$ cat src/rtl/sdram_wb_arbiter.sv
`default_nettype none
// ============================================================================
// Module   : sdram_wb_arbiter
// Brief    : Two-master WISHBONE round-robin arbiter with per-grant burst cap,
//            sharing one SDRAM slave port between CPU (M0) and DMA/video (M1).
// Revision : 1.0 - initial release
// ============================================================================
module sdram_wb_arbiter #(
    parameter int MAX_BURST = 4,
    parameter int CNT_W     = 3
) (
    input  logic        wb_clk_i,
    input  logic        wb_rst_i,

    input  logic [18:0] m0_adr_i,
    input  logic [15:0] m0_dat_i,
    input  logic [1:0]  m0_sel_i,
    input  logic        m0_we_i,
    input  logic        m0_cyc_i,
    input  logic        m0_stb_i,
    output logic        m0_ack_o,

    input  logic [18:0] m1_adr_i,
    input  logic [15:0] m1_dat_i,
    input  logic [1:0]  m1_sel_i,
    input  logic        m1_we_i,
    input  logic        m1_cyc_i,
    input  logic        m1_stb_i,
    output logic        m1_ack_o,

    output logic [15:0] m_dat_o,

    output logic [18:0] s_adr_o,
    output logic [15:0] s_dat_o,
    output logic [1:0]  s_sel_o,
    output logic        s_we_o,
    output logic        s_cyc_o,
    output logic        s_stb_o,
    input  logic [15:0] s_dat_i,
    input  logic        s_ack_i,

    output logic [1:0]  gnt_o
);

    typedef enum logic [1:0] {
        IDLE  = 2'd0,
        BUSY0 = 2'd1,
        BUSY1 = 2'd2
    } state_t;

    localparam logic [CNT_W:0]   BURST_LIM = MAX_BURST[CNT_W:0];
    localparam logic [CNT_W-1:0] BURST_CAP = MAX_BURST[CNT_W-1:0];

    state_t           state, state_nx;
    logic             last, last_nx;
    logic [CNT_W-1:0] burst_cnt, cnt_nx;

    logic             req0, req1;
    logic             cur, cur_cyc, oth_req;
    logic [CNT_W:0]   burst_inc;
    logic [CNT_W-1:0] burst_sat;

    assign req0      = m0_cyc_i & m0_stb_i;
    assign req1      = m1_cyc_i & m1_stb_i;
    assign cur       = (state == BUSY1);
    assign cur_cyc   = cur ? m1_cyc_i : m0_cyc_i;
    assign oth_req   = cur ? req0 : req1;
    assign burst_inc = {1'b0, burst_cnt} + {{CNT_W{1'b0}}, 1'b1};
    assign burst_sat = (burst_inc >= BURST_LIM) ? BURST_CAP : burst_inc[CNT_W-1:0];

    always_ff @(posedge wb_clk_i) begin
        if (wb_rst_i) begin
            state     <= IDLE;
            last      <= 1'b1;
            burst_cnt <= '0;
        end else begin
            state     <= state_nx;
            last      <= last_nx;
            burst_cnt <= cnt_nx;
        end
    end

    always_comb begin
        state_nx = state;
        last_nx  = last;
        cnt_nx   = burst_cnt;
        case (state)
            IDLE: begin
                // On a tie, the master that was not served last wins.
                if (req0 && (!req1 || last)) begin
                    state_nx = BUSY0;
                    cnt_nx   = '0;
                end else if (req1) begin
                    state_nx = BUSY1;
                    cnt_nx   = '0;
                end
            end
            BUSY0, BUSY1: begin
                if (s_ack_i) begin
                    last_nx = cur;
                    if (oth_req && ((burst_inc >= BURST_LIM) || !cur_cyc)) begin
                        state_nx = cur ? BUSY0 : BUSY1;
                        cnt_nx   = '0;
                    end else if (cur_cyc) begin
                        cnt_nx = burst_sat;
                    end else begin
                        state_nx = IDLE;
                        cnt_nx   = burst_sat;
                    end
                end else if (!cur_cyc) begin
                    state_nx = IDLE;
                    last_nx  = cur;
                end
            end
            default: state_nx = IDLE;
        endcase
    end

    always_comb begin
        s_adr_o  = '0;
        s_dat_o  = '0;
        s_sel_o  = '0;
        s_we_o   = 1'b0;
        s_cyc_o  = 1'b0;
        s_stb_o  = 1'b0;
        m0_ack_o = 1'b0;
        m1_ack_o = 1'b0;
        case (state)
            BUSY0: begin
                s_adr_o  = m0_adr_i;
                s_dat_o  = m0_dat_i;
                s_sel_o  = m0_sel_i;
                s_we_o   = m0_we_i;
                s_cyc_o  = m0_cyc_i;
                s_stb_o  = m0_stb_i;
                m0_ack_o = s_ack_i;
            end
            BUSY1: begin
                s_adr_o  = m1_adr_i;
                s_dat_o  = m1_dat_i;
                s_sel_o  = m1_sel_i;
                s_we_o   = m1_we_i;
                s_cyc_o  = m1_cyc_i;
                s_stb_o  = m1_stb_i;
                m1_ack_o = s_ack_i;
            end
            default: ;
        endcase
    end

    assign gnt_o   = {state == BUSY1, state == BUSY0};
    assign m_dat_o = s_dat_i;

endmodule
`default_nettype wire
$ cat config.mk
export PLATFORM = sky130hd
export DESIGN_NAME = sdram_wb_arbiter
export DESIGN_NICKNAME = d
export VERILOG_FILES = /design/src/rtl/sdram_wb_arbiter.sv
export SDC_FILE = /design/constraint.sdc
export NUM_CORES = 1
export LEC_CHECK = 0
export ABC_AREA = 1
export CORE_MARGIN = 3
export CORE_UTILIZATION = 28
export CTS_CLUSTER_SIZE = 16
export DETAILED_ROUTE_END_ITERATION = 10
export PLACE_DENSITY_LB_ADDON = 0.12
export RECOVER_POWER = 25
export SETUP_SLACK_MARGIN = 0.4
export SLEW_MARGIN = 0
export SYNTH_ARGS = -nofsm -noshare
export SYNTH_HDL_FRONTEND = slang
export SYNTH_SLANG_ARGS = --single-unit
$ cat constraint.sdc
create_clock -name wb_clk_i -period 3.65 [get_ports wb_clk_i]
set_clock_uncertainty 0.15 [all_clocks]
set_input_delay 0.73 -clock wb_clk_i [delete_from_list [all_inputs] [get_ports wb_clk_i]]
set_output_delay 0.73 -clock wb_clk_i [all_outputs]
set_load 0.01 [all_outputs]
==> results.toml, run 1 <==
[outcome]
status = "finished, final reports clean"

[cells_and_area]
diodes = 0
area_growth_pct = 101.6
post-route-util = 0.5961
layout-drive-gt1-share = 0.05672
nNetsFinal = 441
fill_cells = 422
instances_no_fill = 385
post-route-cell-area_um2 = 2436

[die]
die_w_um = 71.70
core_um2 = 4086
ioPinCount = 159
initial_utilization = 0.2958
rows = 23
die_h_um = 71.70
die_area_um2 = 5141

[cts]
cts.sinks = 6
cts.htree.levels = 1
cts_buffers = 3
cts_tree = "built"
clk_pin_slew_worst_paths_ps = 40
cts-resized-gates = 0
hold_buffers = 0
cts_buffer_depth = 2
cts_setup_buffers = 0
root_buffer = "clkbuf_8"
clock_latency_ps = 220

[placement]
placed_cell_area_um2 = 2392
dp_cells = 382
dp_hpwl_um = 4303
gp_congestion = 0.8311
numPortBuffers = 126

[hold_path]
min_path_type = "reg2reg"
holdPathEnd = "last"
hold_path.startpoint = "last"
hold_depth = 2

[worst_setup_path]
path_buf_inv = 3
cp.depth = 6
endpoint_kind = "output pin"
start_kind = "flip-flop"
crit_type = "reg2out"
cp_max_fo = 33
crit_chain = "inv_1 -> ha_1 -> buf_12 -> nand2_1 -> a21oi_1 -> clkdlybuf4s50_1"
cp_top_family = "buffers and inverters"
arrival_ps = 2220
critical_path.max_stage_delay_ps = 570
cp.required_ps = 2770
reg2regPathDepth = 14
reg2reg_setup_slack_ps = 1540
regToRegEndpoint = "state[0]"
r2r-start = "state[0]"
crit_slowest_cell = "clkdlybuf4s50_1"

[sta]
rsz0062_at_grt = "false"
max_slew_margin = 0.6719
setup-tns-final_ps = 0
max_freq_ghz = 0.3224
hold_viol_final = 0
tightest_slew_ps = 492.2
finalSetupViolations = 0
final_max_slew_viol_count = 0
fin_crit_sh = 0.8497
fin_crit_ps = 3102

[synthesis]
synthTopCellsByCount = "nand2_1, a21oi_1, buf_4"
synth_xor_area_frac = 0
synth_top_flop_cell = "dfxtp_1"
synth-seq-area-share = 0.09938
synth-simple-area-share = 0.4006
postSynthCellCount = 232
synth_top_family_by_area = "simple AND/OR/NAND/NOR gates"
netlist.area_leader.share = 0.3230
synth_edf_count = 0
syn_area_um2 = 1209
synth_area_leaders = "nand2_1, a21oi_1, buf_4, dfxtp_1, ha_1"
avgSynthCellArea_um2 = 5.210
synth_cell_types = 23
synth_fa_ha_area_frac = 0.05176
ys_ff_latch = 6
synth.most_common_cell = "nand2_1"
async_reset_ff_frac = 0
synth-compound-area-share = 0.2381
yosys_warnings = 0
synthMuxAreaShare = 0
synth_nets = 336
yosysTopAreaCell = "nand2_1"

[global_route]
grt_pass1_vias = 1790
track_usage = 0.1981
antenna_found_initial = 0
grt_max_degree = 43
grt_overflow = 0
grt_pass1_wl_um = 8231

[detailed_routing]
postRouteWirelength_um = 5235
vias = 1792
wl_per_cell_um = 13.60
route.detailed.drc = 0
vias_per_cell = 4.655
drt-pass1-iter-count = 4
antenna_left = 0
drtIter0Drc = 67

[power_and_ir_drop]
seqPwrFrac = 0.151
p_sw_mw = 0.2492
clock_power_share = 0.168
combPwrFrac = 0.681
powerDensity_nw_per_um2 = 248.5
p_int_mw = 0.3561
p_total_mw = 0.6053
p_leak_nw = 0.8917
vdd_drop_max_mv = 0.1171
swShare = 0.4117

[run]
maxCapViolCount = 0
==> cells by family after synthesis <==
| logic type | count (synthesis) |
|---|---|
| AO/OA/AOI/OAI | 54 |
| buffers and inverters | 48 |
| flip-flops | 6 |
| adder cells (fa/ha/maj) | 5 |
| AND/OR/NAND/NOR | 119 |
==> power groups by stage <==
stage | clock network [mW] | registers, mW | logic (mW)
6_report | 0.102 | 0.0914 | 0.412
5_1_grt | 0.109 | 0.0936 | 0.457
4_1_cts | 0.104 | 0.0913 | 0.412
3_5_place_dp | 0 | 0.0925 | 0.411
3_3_place_gp | 0 | 0.0918 | 0.409
2_1_floorplan | 0 | 0.0893 | 0.229
==> sequential cells by signal (all words and copies together), names as in the netlist <==
register	count
state	2
last	1
burst_cnt	3
==> placed cells by master (no fill, tap or decap) <==
| master | n |
|---|---|
| clkdlybuf4s50_1 | 126 |
| nand2_1 | 104 |
| a21oi_1 | 47 |
| inv_1 | 12 |
| dfxtp_1 | 6 |
| nor2_1 | 4 |
| o21ai_0 | 4 |
| ha_1 | 4 |
| buf_4 | 4 |
| inv_2 | 3 |
| clkbuf_8 | 3 |
| clkinv_1 | 2 |
| or2_1 | 2 |
| nand2_2 | 2 |
| nand3_2 | 2 |
| nand4_1 | 2 |
| nand2_4 | 1 |
| o21ai_4 | 1 |
| o21ai_2 | 1 |
| nand3_1 | 1 |
| a211oi_1 | 1 |
| nor3_1 | 1 |
| ha_2 | 1 |
| buf_12 | 1 |
==> final cells by class <==
type	instances	area, um2	share of cell area
Clock buffer	3	41.29	0.01695
Timing Repair Buffer	131	1311	0.5383
Tap cell	50	62.56	0.02568
Inverter	17	63.81	0.02619
Multi-Input combinational cell	178	837.1	0.3436
Sequential cell	6	120.1	0.04931
==> tightest hold or removal path: cells and delay by family, from the launching register on <==
kind	cells	cell delay, ps
compound gates	2	120
flops	1	340
==> per-layer routing <==
| metal | share of wire | GRT usage |
|---|---|---|
| met1 | 0.38 | 0.2224 |
| met2 | 0.53 | 0.3806 |
| met3 | 0.081 | 0.04628 |
| met4 | 0.0094 | 0.03132 |
| met5 | 0 | 0 |
==> stage by stage <==
step / hold WS [ps] / worst slack, ps
finish: 342.5 / 548.5
floorplan: 310.3 / 1392
detailed placement: 336.8 / 694.1
global placement: 330.0 / 684.0
global route: 380.9 / 405.3
CTS: 345.9 / 542.5
==> how the worst max path moves through the flow <==
stage,slack (ps),endpoint,from
detailed placement,690,s_cyc_o,m1_cyc_i
global route,410,s_adr_o[18],state[0]
floorplan,1390,s_adr_o[0],state[0]
CTS,540,s_sel_o[1],state[0]
finish,550,s_adr_o[18],state[0]
global placement,680,s_cyc_o,m1_cyc_i
(Power assumes the default switching activity.)
==> inputs of run 2 (changes only) <==
CORE_UTILIZATION = 26   (was 28)
clock period = 2.9 ns   (was 3.65 ns; I/O delays follow)
==> run 2 against run 1 <==
Net effect:
- sequential power grew 31%
- final cell count grew 1.0%
- worst setup slack lost 78 ps
- largest power group unchanged
==> results.toml, run 2 (same netlist as run 1, synthesis figures left out) <==
[outcome]
status = "finished, final reports clean"

[cts]
root_buffer = "clkbuf_8"
cts_tree = "built"
cts_buffers = 3
hold_buffers = 0
cts_buffer_depth = 2
cts.htree.levels = 1
clock_latency_ps = 230
cts.sinks = 6
clk_pin_slew_worst_paths_ps = 40
cts_setup_buffers = 0

[worst_setup_path]
reg2reg_setup_slack_ps = 940
path_buf_inv = 4
cp.required_ps = 2170
critical_path.max_stage_delay_ps = 380
regToRegEndpoint = "state[1]"
arrival_ps = 1700
start_kind = "flip-flop"
crit_path_start = "state[0]"
crit_slowest_cell = "dfxtp_2"
r2r-start = "state[0]"
endpoint_kind = "output pin"
worstSetupEndpoint = "s_adr_o[11]"
cp.depth = 6
crit_type = "reg2out"
reg2regPathDepth = 13
cp_top_family = "buffers and inverters"
cp_max_fo = 20
crit_chain = "inv_2 -> ha_4 -> inv_4 -> bufbuf_16 -> a21oi_1 -> clkdlybuf4s15_1"

[global_route]
grt_pass1_vias = 1762
grt_pass1_wl_um = 8680
grt_max_degree = 27
grt_overflow = 0
antenna_found_initial = 0
track_usage = 0.2031

[hold_path]
min_path_type = "reg2reg"

[die]
die_h_um = 74.18
rows = 24
initial_utilization = 0.2738
ioPinCount = 159
die_w_um = 74.18
core_um2 = 4414
die_area_um2 = 5503

[placement]
placed_cell_area_um2 = 2420
dp_hpwl_um = 4400
pre_cts_ws_ps = 220.8
numPortBuffers = 126
gp_congestion = 0.8479

[power_and_ir_drop]
vdd_drop_max_mv = 0.1296
powerDensity_nw_per_um2 = 331.9
p_leak_nw = 1.062

[sta]
tightest_slew_ps = 227.6
setup-tns-final_ps = 0
worst_slack_ps = 470.3
fin_crit_sh = 0.8378
final_max_slew_viol_count = 0
finalSetupViolations = 0
fin_crit_ps = 2430
max_freq_ghz = 0.4116
max_slew_margin = 0.8478
hold_ws_ps = 346.9
rsz0062_at_grt = "false"
hold_viol_final = 0

[detailed_routing]
drtIter0Drc = 81
postRouteWirelength_um = 5663
wl_per_cell_um = 14.56
vias_per_cell = 4.645
route.detailed.drc = 0
vias = 1807
antenna_left = 0
drt-pass1-iter-count = 4

[cells_and_area]
nNetsFinal = 443
post-route-cell-area_um2 = 2496
largest_register = "burst_cnt"
layout_common_cells = "nand2_1, clkdlybuf4s50_1, a21oi_1, dlygate4sd2_1, inv_1"
largest_registers = "burst_cnt: 3 flops, state: 2 flops, last: 1 flops"
area_growth_pct = 106.5
post-route-util = 0.5655
largest_reg_flops = 3
layout_commonest_cell = "nand2_1"
diodes = 0
layout-drive-gt1-share = 0.1365

[run]
maxCapViolCount = 0
==> run 2: cell types whose count changed in the layout (fill, tap and decap cells not counted), moves of 3 or more <==
cell and delta:
clkbuf_2 +7, dlygate4sd2_1 +21, clkdlybuf4s50_1 -41, clkdlybuf4s15_2 +7, ha_4 +3, buf_2 +4
==> run 2: timing repair <==
item,4_1_cts,5_1_grt
gates resized for setup,76,18
setup endpoints to repair,42,28
gates cloned,2,0
==> run 2: cell type report <==
type | instances | area (um2)
Fill cell | 444 | 1918
Timing Repair Buffer | 133 | 1329
Multi-Input combinational cell | 178 | 872.1
Sequential cell | 6 | 122.6
Inverter | 17 | 66.31
Tap cell | 52 | 65.06
Clock buffer | 3 | 41.29
==> run 2: power by group <==
part / leakage (nW) / internal, mW / switching (mW)
registers: 0.0502 / 0.101 / 0.0193
clock network: 0.0216 / 0.0894 / 0.0379
logic: 0.990 / 0.300 / 0.281
total: 1.06 / 0.491 / 0.338
==> run 2: how the worst min path moves through the flow <==
stage,from,cells past startpoint,slack [ps],endpoint
after global placement,last,2,330,last
after global routing,state[0],2,410,state[0]
after floorplan,last,2,310,last
after detailed placement,last,2,350,last
final,last,2,350,last
after CTS,state[0],2,340,state[0]
==> run 2: worst register-to-register path: stages, from the launching register on <==
cell and delay, ps:
dfxtp_2 350, inv_2 120, ha_4 190, bufbuf_16 310, inv_2 50, nand2_1 60
nand2_2 90, nand2_4 100, nand3_2 70, o21ai_0 90, nand2_1 90, nand2_1 60
nand2_1 50, a21oi_1 120
==> run 2: through the flow <==
| step | power (mW) | cells |
|---|---|---|
| after floorplan | 0.4004 | 232 |
| after CTS | 0.8204 | 389 |
| after detailed placement | 0.6487 | 384 |
| after global routing | 0.8892 | 389 |
| after global placement | 0.6432 | 384 |
| final | 0.8286 | 389 |
==> run 2: routing by layer <==
| layer | track usage | share of wire | up-vias |
|---|---|---|---|
| li1 | - | - | 928 |
| met1 | 0.2130 | 0.37 | 793 |
| met2 | 0.3986 | 0.53 | 80 |
| met3 | 0.06892 | 0.095 | 6 |
| met4 | 0.02213 | 0.0041 | 0 |
| met5 | 0 | 0 | - |
==> inputs of run 3 (changes only) <==
CORE_UTILIZATION = 23   (was 26)
clock period = 2.04 ns   (was 2.9 ns; I/O delays follow)
==> run 3 against run 2 <==
Net effect:
- the flow now finishes with violations (negative setup slack)
- register-to-register slack worse by 860 ps
- sequential power is 40% higher
- global-route usage is 1.1 points higher
- design area is 43% higher
- critical path depth is 1 higher
- power is 110% higher
- sequential share of layout area is 1.3 points lower
==> results.toml, run 3 (same netlist as run 1, synthesis figures left out) <==
[placement]
pre_cts_ws_ps = -210.0
dp_cells = 415
gp_congestion = 0.7915
placed_cell_area_um2 = 2924
numPortBuffers = 126
dp_hpwl_um = 4664

[hold_path]
min_path_type = "reg2reg"

[global_route]
grt.met2_usage = 0.4015
grt_max_degree = 21
met1_usage = 0.2389
grt_overflow = 0
grt_pass1_vias = 2042
met3_usage = 0.04931
grt_pass1_wl_um = 10490
track_usage = 0.2142
antenna_found_initial = 0
grt.busiest_layer = "met2"

[worst_setup_path]
start_kind = "flip-flop"
crit_type = "reg2out"
reg2regPathDepth = 13
worstSetupEndpoint = "s_dat_o[5]"
endpoint_kind = "output pin"
arrival_ps = 1510
crit_path_start = "state[0]"
regToRegEndpoint = "state[0]"
reg2reg_setup_slack_ps = 80
cp.required_ps = 1480
r2r-start = "state[1]"
cp_max_fo = 7

[detailed_routing]
wl_per_cell_um = 15.99
route.detailed.drc = 0
drt-pass1-iter-count = 4
vias_per_cell = 4.613
drtIter0Drc = 30
vias = 2048
postRouteWirelength_um = 7099
antenna_left = 0

[cts]
cts_tree = "built"
root_buffer = "clkbuf_8"
clock_latency_ps = 230
clk_pin_slew_worst_paths_ps = 40
cts_buffers = 3
cts.htree.levels = 1
cts.sinks = 6
cts_buffer_depth = 2

[cells_and_area]
fill_cells = 381
diodes = 0
largest_registers = "burst_cnt: 3 flops, state: 2 flops, last: 1 flops"
largest_reg_flops = 3
instances_no_fill = 444
post-route-cell-area_um2 = 3580
layout-drive-gt1-share = 0.5411
layout_commonest_cell = "clkdlybuf4s50_1"
nNetsFinal = 482
layout_common_cells = "clkdlybuf4s50_1, nand2_1, nand2_4, a21oi_2, buf_6"
area_growth_pct = 196.2
largest_register = "burst_cnt"

[die]
initial_utilization = 0.2461
ioPinCount = 159
die_h_um = 78.49
die_w_um = 78.49
die_area_um2 = 6161
rows = 25
core_um2 = 4911

[sta]
fin_crit_ps = 2070
max_freq_ghz = 0.4832
final_max_slew_viol_count = 0
worst_slack_ps = -29.64
setup-tns-final_ps = -29.64
tightest_slew_ps = 390.6
finalSetupViolations = 1
fin_crit_sh = 1.015
max_slew_margin = 0.7376
rsz0062_at_grt = "true"
hold_viol_final = 0

[power_and_ir_drop]
p_leak_nw = 1.542
vdd_drop_max_mv = 0.4651
powerDensity_nw_per_um2 = 493.5

[outcome]
violations = "negative setup slack"
status = "complete, but fails checks"

[run]
maxCapViolCount = 0
-- run 3: cell count changes in the layout (fill, tap and decap cells not counted), moves of 6 or more --
cell / before / now
a21oi_2: 0 / 28
buf_6: 0 / 28
nand2_1: 104 / 58
clkbuf_2: 7 / 1
buf_4: 2 / 16
dlygate4sd2_1: 21 / 0
clkdlybuf4s15_2: 7 / 1
a21oi_1: 47 / 2
a21oi_4: 0 / 17
buf_12: 3 / 10
buf_2: 4 / 25
nand2_4: 1 / 28
buf_16: 0 / 6
nand2_2: 2 / 21
-- run 3: power breakdown --
part	leakage, nW	switching, mW	internal [mW]	total (mW)
clock network	0.0228	0.0605	0.135	0.196
registers	0.0508	0.0242	0.144	0.168
logic	1.47	0.672	0.731	1.40
total	1.54	0.757	1.01	1.77
-- run 3: repair_timing --
item / 4_1_cts / 5_1_grt
endpoints found under the setup margin: 50 / 50
hold buffers: 0 / 0
gates resized for setup: 252 / 49
setup buffers: 12 / 5
pin swaps: 27 / 21
cloned: 7 / 1
-- run 3: routing by layer --
metal | part of all wire | vias up
li1 | - | 1010
met1 | 0.37 | 956
met2 | 0.55 | 71
met3 | 0.065 | 11
met4 | 0.015 | 0
met5 | 0 | -
-- run 3: worst max-delay path: stages (launching register included) --
cell and delay [ps]:
dfxtp_4 360, buf_6 100, ha_4 210, buf_12 140, buf_16 120, nand2_2 60
a21oi_2 140, buf_2 140
-- run 3: through the flow --
stage | utilization | hold WS, ps | total power [mW]
after CTS | 0.6795 | 373.6 | 1.631
final | 0.7289 | 380.0 | 1.766
after global placement | 0.5954 | 332.1 | 1.182
after detailed placement | 0.5954 | 349.2 | 1.194
after global routing | 0.7289 | 416.2 | 1.874
after floorplan | - | 310.3 | 0.8260
-- run 3: layout make-up --
class                           count  area, um2  share of cell area
Clock buffer                        4      45.04             0.01258
Inverter                           17      86.33             0.02412
Multi-Input combinational cell    178       1419              0.3964
Sequential cell                     6      127.6             0.03565
Tap cell                           67      83.83             0.02342
Timing Repair Buffer              172       1818              0.5079
-- run 3: how the worst min path moves through the flow --
stage               slack [ps]  depth (start not counted)            to         start
finish                     380                          2          last          last
global route               420                          2  burst_cnt[2]  burst_cnt[2]
CTS                        370                          2          last          last
detailed placement         350                          2          last          last
global placement           330                          2          last          last
floorplan                  310                          2          last          last
